[src/rtl/lsq_index_queue_if.sv]
// Dispatch-to-LSQ index allocation bus: packed load/store slot groups in,
// retire/flush controls in, back-pressure and FIFO head/occupancy out.
interface lsq_index_queue_if #(
  parameter int unsigned DEPTH = 16
);
  localparam int unsigned CW = $clog2(DEPTH) + 1;

  logic [31:0]   ld_indx_in;
  logic [31:0]   st_indx_in;
  logic          ld_retire;
  logic          st_retire;
  logic          flush;
  logic          stall;
  logic          ld_head_vld;
  logic [6:0]    ld_head_idx;
  logic          st_head_vld;
  logic [6:0]    st_head_idx;
  logic [CW-1:0] ld_cnt;
  logic [CW-1:0] st_cnt;

  modport master (
    output ld_indx_in, st_indx_in, ld_retire, st_retire, flush,
    input  stall, ld_head_vld, ld_head_idx, st_head_vld, st_head_idx,
           ld_cnt, st_cnt
  );

  modport slave (
    input  ld_indx_in, st_indx_in, ld_retire, st_retire, flush,
    output stall, ld_head_vld, ld_head_idx, st_head_vld, st_head_idx,
           ld_cnt, st_cnt
  );
endinterface

[src/rtl/lsq_index_queue.sv]
// Load/store ROB-index queues: compacts up to four valid slots per cycle into
// two circular FIFOs (index 0 = load, 1 = store) and exposes the oldest entry.
module lsq_index_queue #(
  parameter int unsigned DEPTH = 16
) (
  input logic              clk,
  input logic              rst,
  lsq_index_queue_if.slave bus
);
  localparam int unsigned PW    = $clog2(DEPTH);
  localparam int unsigned CW    = PW + 1;
  localparam int unsigned IW    = 7;
  localparam int unsigned NSLOT = 4;

  logic [31:0]   grp  [2];
  logic [1:0]    ret;
  logic [IW-1:0] mem  [2][DEPTH];
  logic [PW-1:0] head [2];
  logic [PW-1:0] tail [2];
  logic [CW-1:0] cnt  [2];
  logic [2:0]    nvld [2];
  logic [2:0]    off  [2][NSLOT];
  logic [1:0]    pop;
  logic [1:0]    vld;
  logic          stall_int;
  logic          accept;

  assign grp[0] = bus.ld_indx_in;
  assign grp[1] = bus.st_indx_in;
  assign ret    = {bus.st_retire, bus.ld_retire};

  // Stall only from registered counts: keep room for a full four-wide group.
  assign stall_int = ((CW'(DEPTH) - cnt[0]) < CW'(NSLOT)) |
                     ((CW'(DEPTH) - cnt[1]) < CW'(NSLOT));
  assign accept    = !stall_int && !bus.flush;

  // Per-slot write offset is the count of valid slots older than it.
  always_comb begin
    for (int g = 0; g < 2; g++) begin
      nvld[g] = '0;
      for (int k = 0; k < int'(NSLOT); k++) begin
        off[g][k] = nvld[g];
        nvld[g]   = nvld[g] + 3'(grp[g][8*k+7]);
      end
      pop[g] = ret[g] && (cnt[g] != '0);
    end
  end

  always_ff @(posedge clk or posedge rst) begin
    if (rst) begin
      for (int g = 0; g < 2; g++) begin
        head[g] <= '0;
        tail[g] <= '0;
        cnt[g]  <= '0;
      end
    end else if (bus.flush) begin
      for (int g = 0; g < 2; g++) begin
        head[g] <= '0;
        tail[g] <= '0;
        cnt[g]  <= '0;
      end
    end else begin
      for (int g = 0; g < 2; g++) begin
        if (accept) tail[g] <= tail[g] + PW'(nvld[g]);
        if (pop[g]) head[g] <= head[g] + PW'(1);
        cnt[g] <= cnt[g] + (accept ? CW'(nvld[g]) : CW'(0)) - CW'(pop[g]);
      end
    end
  end

  // Storage carries no reset; only entries between head and tail are observed.
  always_ff @(posedge clk) begin
    if (accept) begin
      for (int g = 0; g < 2; g++) begin
        for (int k = 0; k < int'(NSLOT); k++) begin
          if (grp[g][8*k+7]) mem[g][tail[g] + PW'(off[g][k])] <= grp[g][8*k +: IW];
        end
      end
    end
  end

  assign vld[0] = (cnt[0] != '0);
  assign vld[1] = (cnt[1] != '0);

  assign bus.stall       = stall_int;
  assign bus.ld_head_vld = vld[0];
  assign bus.st_head_vld = vld[1];
  assign bus.ld_head_idx = vld[0] ? mem[0][head[0]] : '0;
  assign bus.st_head_idx = vld[1] ? mem[1][head[1]] : '0;
  assign bus.ld_cnt      = cnt[0];
  assign bus.st_cnt      = cnt[1];
endmodule
[src/flat_wrapper.sv]
// flat-port wrapper written by rule: the top's interface ports become plain ports
module lsq_index_queue_flat 
#(
  parameter int unsigned DEPTH = 16
)
  (clk, rst, bus_ld_indx_in, bus_st_indx_in, bus_ld_retire, bus_st_retire, bus_flush, bus_stall, bus_ld_head_vld, bus_ld_head_idx, bus_st_head_vld, bus_st_head_idx, bus_ld_cnt, bus_st_cnt);
  lsq_index_queue_if #(.DEPTH(DEPTH)) bus_i ();
  input logic clk;
  input logic rst;
  input wire logic [$bits(bus_i.ld_indx_in)-1:0] bus_ld_indx_in;
  input wire logic [$bits(bus_i.st_indx_in)-1:0] bus_st_indx_in;
  input wire logic [$bits(bus_i.ld_retire)-1:0] bus_ld_retire;
  input wire logic [$bits(bus_i.st_retire)-1:0] bus_st_retire;
  input wire logic [$bits(bus_i.flush)-1:0] bus_flush;
  output wire logic [$bits(bus_i.stall)-1:0] bus_stall;
  output wire logic [$bits(bus_i.ld_head_vld)-1:0] bus_ld_head_vld;
  output wire logic [$bits(bus_i.ld_head_idx)-1:0] bus_ld_head_idx;
  output wire logic [$bits(bus_i.st_head_vld)-1:0] bus_st_head_vld;
  output wire logic [$bits(bus_i.st_head_idx)-1:0] bus_st_head_idx;
  output wire logic [$bits(bus_i.ld_cnt)-1:0] bus_ld_cnt;
  output wire logic [$bits(bus_i.st_cnt)-1:0] bus_st_cnt;
  assign bus_i.ld_indx_in = bus_ld_indx_in;
  assign bus_i.st_indx_in = bus_st_indx_in;
  assign bus_i.ld_retire = bus_ld_retire;
  assign bus_i.st_retire = bus_st_retire;
  assign bus_i.flush = bus_flush;
  assign bus_stall = bus_i.stall;
  assign bus_ld_head_vld = bus_i.ld_head_vld;
  assign bus_ld_head_idx = bus_i.ld_head_idx;
  assign bus_st_head_vld = bus_i.st_head_vld;
  assign bus_st_head_idx = bus_i.st_head_idx;
  assign bus_ld_cnt = bus_i.ld_cnt;
  assign bus_st_cnt = bus_i.st_cnt;
  lsq_index_queue #(.DEPTH(DEPTH)) u_core (.clk(clk), .rst(rst), .bus(bus_i));
endmodule
[config.mk]
export PLATFORM = sky130hd
export DESIGN_NAME = lsq_index_queue_flat
export DESIGN_NICKNAME = d
export VERILOG_FILES = /design/src/rtl/lsq_index_queue_if.sv /design/src/rtl/lsq_index_queue.sv /design/src/flat_wrapper.sv
export SDC_FILE = /design/constraint.sdc
export NUM_CORES = 1
export LEC_CHECK = 0
export CELL_PAD_IN_SITES_DETAIL_PLACEMENT = 2
export CELL_PAD_IN_SITES_GLOBAL_PLACEMENT = 2
export CORE_MARGIN = 2
export CORE_UTILIZATION = 46
export CTS_BUF_LIST = sky130_fd_sc_hd__clkbuf_4 sky130_fd_sc_hd__clkbuf_8
export CTS_CLUSTER_DIAMETER = 40
export CTS_CLUSTER_SIZE = 40
export DETAILED_ROUTE_END_ITERATION = 12
export PLACE_DENSITY_LB_ADDON = 0.1
export SLEW_MARGIN = 20
export SYNTH_ARGS = -nofsm -noshare
export SYNTH_HDL_FRONTEND = slang
export SYNTH_SLANG_ARGS = --single-unit
[constraint.sdc]
create_clock -name clk -period 6.3 [get_ports clk]
set_clock_uncertainty 0.15 [all_clocks]
set_input_delay 0.945 -clock clk [delete_from_list [all_inputs] [get_ports clk]]
set_output_delay 0.945 -clock clk [all_outputs]
set_load 0.02 [all_outputs]
# Yosys cells after proc, flatten, opt, wreduce, memory -nomap -nowiden
# Memories as Yosys holds them, arrays and structs flattened.
# Cells that the tools add are included.
# op_classes
add_sub_neg,22
mul,0
div_mod_pow,0
magnitude_cmp,20
n_eq_ne,0
shift,0
n_mux,729
bitwise_logic,683
reduce_logical,18
# ops
op,count
112-bit 2-to-1 mux,8
1-bit 2-to-1 mux,688
1-bit OR,673
7-bit demux with 4-bit select,8
7-bit 2-to-1 mux,14
7-bit binary-select mux with 4-bit select,2
"5-bit >= comparator, second input constant",10
4-bit inverter with 5-bit output,10
"5-bit by 1-bit < comparator with 1-bit output, second input constant",8
4-bit by 3-bit adder with 4-bit output,6
4-bit 2-to-1 mux,4
8-bit 2-to-1 mux,2
3-bit by 1-bit adder with 3-bit output,4
1-bit logical AND,11
5-bit adder,2
"5-bit by 3-bit < comparator with 1-bit output, second input constant",2
10-bit 2-to-1 mux,1
5-bit nonzero test,2
5-bit by 1-bit subtractor with 5-bit output,2
"5-bit subtractor, first input constant",2
4-bit by 1-bit adder with 4-bit output,2
"4-bit by 1-bit adder with 4-bit output, second input constant",2
3-bit 2-to-1 mux,2
2-bit nonzero test,3
other kinds (2),4
# word_totals
ff_bits,26
latch_bits,0
mem_bits_rw,224
rom_bits,0
inputBits,69
out_inout_bits,27
word_cells,1479
memories,1
# memory_table
memory,words,word_bits,read_ports,rd_ports_with_merged_regs,wr,line,source
u_core.mem,2,112,2,0,2,lsq_index_queue.sv:17,logic [IW-1:0] mem [2][DEPTH];

# Longest topological paths before layout
# logic_depth
ltp_word,10
mapped_depth,18
depth_no_buf,14

# Worst setup path before layout
# No wires, ideal clock.
# synth_timing
kind,input -> register
from,in bus_st_indx_in[7]
to,mem u_core.mem[1][77] in the netlist's numbering (enable)
setup_time_ns,0.361
t_arrival_ns,4.006
path_slack_ns,1.783
stages,10
path_buffers,0
cell_sequence,fa_1 > ha_1 > inv_1 > fa_1 > xnor2_1 > and2_1 > mux2i_1 > nor4_1 > nor3_1 > o21ai_0
# synth_rtl
element,line,source
"start, declared",flat_wrapper.sv:11,input wire logic [$bits(bus_i.st_indx_in)-1:0] bus_st_indx_in;
"end, declared",lsq_index_queue.sv:17,

# Worst setup path after layout
# layout_timing
from,"reg u_core.cnt, in the netlist u_core.bus.ld_cnt[2]"
to,out bus_stall
# layout_between
elab_chain_len,3
# layout_rtl
element,line,source
"start, declared",lsq_index_queue.sv:20,logic [CW-1:0] cnt [2];
"start signal, assigned by index",lsq_index_queue.sv:66,cnt[g] <= cnt[g] + (accept ? CW'(nvld[g]) : CW'(0)) - CW'(pop[g]);
5-bit subtractor,lsq_index_queue.sv:33,assign stall_int = ((CW'(DEPTH) - cnt[0]) < CW'(NSLOT)) |
5-bit by 3-bit < comparator with 1-bit output,lsq_index_queue.sv:33,
1-bit OR,lsq_index_queue.sv:33,
"end, declared",flat_wrapper.sv:15,output wire logic [$bits(bus_i.stall)-1:0] bus_stall;
# No other way between the ends.

==> flow_summary_export.csv <==
group,metric,value,unit
min_path,whs_path_depth,2,
clocking,clk_pin_slew,0.09,ns
final_layout,mostFrequentLayoutCells,"edfxtp_1, mux2i_1, nor2_1",
logic_synthesis,synth-edff-count,224,
worst_setup_path,crit_start,"u_core.bus.ld_cnt[2]",
worst_setup_path,cp-endpoint,"bus_stall",
logic_synthesis,synth_top_family_by_area,"multiplexers",
clocking,htree_levels,2,
die,initial_utilization,46.40,%
place,place_congestion,0.9572,
status,status,"finished, final reports clean",
final_layout,n_fill_cell,4309,
worst_setup_path,crit_cells,7,
logic_synthesis,synth-simple-area-share,17.11,%
worst_setup_path,cp.required,5.20,ns
logic_synthesis,ys_seq_area_share,37.07,%
timing,period_share,85.85,%
grt,antenna_found_initial,2,
min_path,hold_path.class,"input port to flip-flop",
route,ant_nets,0,
clocking,ctsResizeCount,0,
grt,grt_overflow_total,0,
logic_synthesis,yosysTopAreaCellShare,33.80,%
route,firstDrtPassIters,7,
place,hpwl,59160,µm
pwr,power_density,373.8,mW/mm²
die,core-area,0.04289,mm²
logic_synthesis,synthMuxAreaShare,22.67,%
logic_synthesis,syn_inst,1827,
timing,max_freq,184.9,MHz
place,placed_cells,2364,
worst_setup_path,cp_cell_sequence,"nor4_1 > ha_1 > o21a_4 > nor2_8 > inv_2 > buf_4 > clkdlybuf4s50_1",
clocking,hold_buffers,0,
route,drt-initial-drc-count,1960,
final_layout,layout-drive-gt1-share,20.51,%
pwr,p_total,8293,µW
timing,hold_viol,0,
timing,worst_pin_slew,1.292,ns
clocking,cts_sinks,250,
logic_synthesis,ys_top_cells_by_area,"edfxtp_1, mux2i_1, mux4_2",
die,die_w,212.0,µm
logic_synthesis,synth_compound_area_share,12.61,%
final_layout,multi_input_area,0.01148,mm²
worst_setup_path,cp-end-kind,"output pin",
route,viasPerCell,7.053,
final_layout,fin_cells,2463,
worst_setup_path,regToRegEndpoint,"u_core.mem[1][110]",
final_layout,final_common_cell,"edfxtp_1",
worst_setup_path,path_buf_inv,3,
clocking,clk_latency,0.68,ns
worst_setup_path,r2r-start,"u_core.bus.ld_cnt[2]",
logic_synthesis,synth_nets,1954,
route,wire_per_inst,35.56,µm
die,ioPinCount,96,
logic_synthesis,synth_xor_area_share,1.188,%
job,max_cap_viol_count,0,
route,vias,17371,
timing,slew_violations,0,
worst_setup_path,start_kind,"flip-flop",
worst_setup_path,slowest_stage,"clkdlybuf4s50_1",
final_layout,area_growth,11.47,%
die,die_area,0.04494,mm²
logic_synthesis,synth_cell_types,71,
logic_synthesis,yosys.area.top_type,"edfxtp_1",
grt,track_usage,39.34,%
worst_setup_path,critPathMaxFanout,36,
logic_synthesis,syn_area,0.01990,mm²
logic_synthesis,synthArstFlopShare,10.40,%
final_layout,seq_area,0.007382,mm²
pwr,vdd_drop_max,0.3411,mV
logic_synthesis,synth.avg_cell_area,10.89,µm²
worst_setup_path,r2r_slack,1.40,ns
grt,grt_max_degree,37,
logic_synthesis,synth_flop_cell,"edfxtp_1",
clocking,cts_root_buffer,"clkbuf_8",
timing,post-route-min-period,5.408,ns
clocking,clockBufferDepth,3,
timing,rsz0062_at_grt,"no",
worst_setup_path,cp.arrival,4.31,ns
timing,max_slew_margin,13.58,%
worst_setup_path,cp_top_family,"buffers and inverters",
clocking,cts_tree,"built",
route,drc,0,
grt,grt_pass1_vias,18650,
grt,grt_pass1_wl,127500,µm
clocking,post-cts-setup-buffer-count,0,
pwr,p_leak,0.007118,µW
clocking,cts-buffers-inserted,52,
timing,fin_tns_setup,0,ns
route,routed_wirelength,87580,µm
worst_setup_path,rr_worst_depth,9,
worst_setup_path,path_class,"flip-flop to output pin",
timing,finalSetupViolations,0,
final_layout,finalNetCount,1960,
logic_synthesis,yosysWarningCount,0,
worst_setup_path,critPathMaxStageDelay,0.72,ns
place,io_buffers,95,
die,num_rows,76,
die,die_h,212.0,µm
logic_synthesis,synth_fa_ha_area_share,4.099,%
logic_synthesis,ys_ff_latch,250,
synth_stat cells (41+ instances only):
cell,count
edfxtp_1,224
clkbuf_1,105
a211oi_1,45
mux2i_1,219
o21ai_1,56
nor3_1,90
nor2_1,182
ha_1,46
mux2_2,66
mux4_2,70
inv_1,41
nand2_1,95
a221oi_1,42
per-stage QoR:
| step | utilization (%) | hold slack, ns | setup WS, ns | instance area [µm²] |
|---|---|---|---|---|
| 6_report | 51.73 | 0.5153 | 0.8916 | 22180 |
| 5_1_grt | 51.73 | 0.5282 | 0.6775 | 22180 |
| 4_1_cts | 51.75 | 0.4898 | 0.8731 | 22190 |
| 3_5_place_dp | 48.94 | 0.5438 | 0.7872 | 20990 |
| 3_3_place_gp | 48.95 | 0.5052 | 1.008 | 20990 |
| 2_1_floorplan | - | 0.4135 | 1.783 | 19900 |
cells by family after synthesis:
logic type / after synthesis
xor gates and xnor gates: 27
adders and majority gates: 58
buffers and inverters: 225
AOI/OAI and AO/OA: 315
muxes: 355
and+or+nand+nor: 597
DFF: 250
power breakdown:
group | switching (µW) | internal, µW | leakage (µW)
clock | 982 | 1060 | 0.000615
sequential | 278 | 2150 | 0.00237
combinational | 2420 | 1400 | 0.00413
total | 3680 | 4610 | 0.00712
worst min path at each step:
stage,start,end,slack (ns)
final,bus_flush,u_core.head[0],0.52
after floorplan,u_core.tail[6],u_core.tail[6],0.41
after detailed placement,u_core.tail[0],u_core.tail[0],0.54
after global routing,bus_flush,u_core.head[0],0.53
after global placement,u_core.bus.ld_cnt[4],u_core.bus.ld_cnt[4],0.51
after CTS,bus_flush,u_core.head[0],0.49
cell type report:
| type | instances | area share [%] |
|---|---|---|
| Multi-Input combinational cell | 1352 | 51.75 |
| Clock inverter | 40 | 1.923 |
| Tap cell | 585 | 3.299 |
| Timing Repair Buffer | 134 | 5.494 |
| Inverter | 43 | 0.7276 |
| Clock buffer | 58 | 3.514 |
| Sequential cell | 250 | 33.28 |
| Antenna cell | 1 | 0.01128 |
routing by layer:
metal  track usage, %  wire length, µm
met5                0               10
met4            27.22             7060
met3            7.267             6847
met2            66.60            42300
met1            45.21            31360
sequential cells by signal, indices dropped and copies added, names as in the netlist:
signal	cells
u_core.head	8
u_core.tail	8
u_core.mem	224
u_core.bus.st_cnt	5
u_core.bus.ld_cnt	5
worst reg2reg max path, delay by kind of cell, from the launching register on:
kind,cells,cell delay (ns)
simple gates,4,1.64
flops,1,0.46
buf+inv,2,1.25
compound gates,2,0.78
fa+ha+maj,1,0.25
Power figures use the tool's default switching activity.
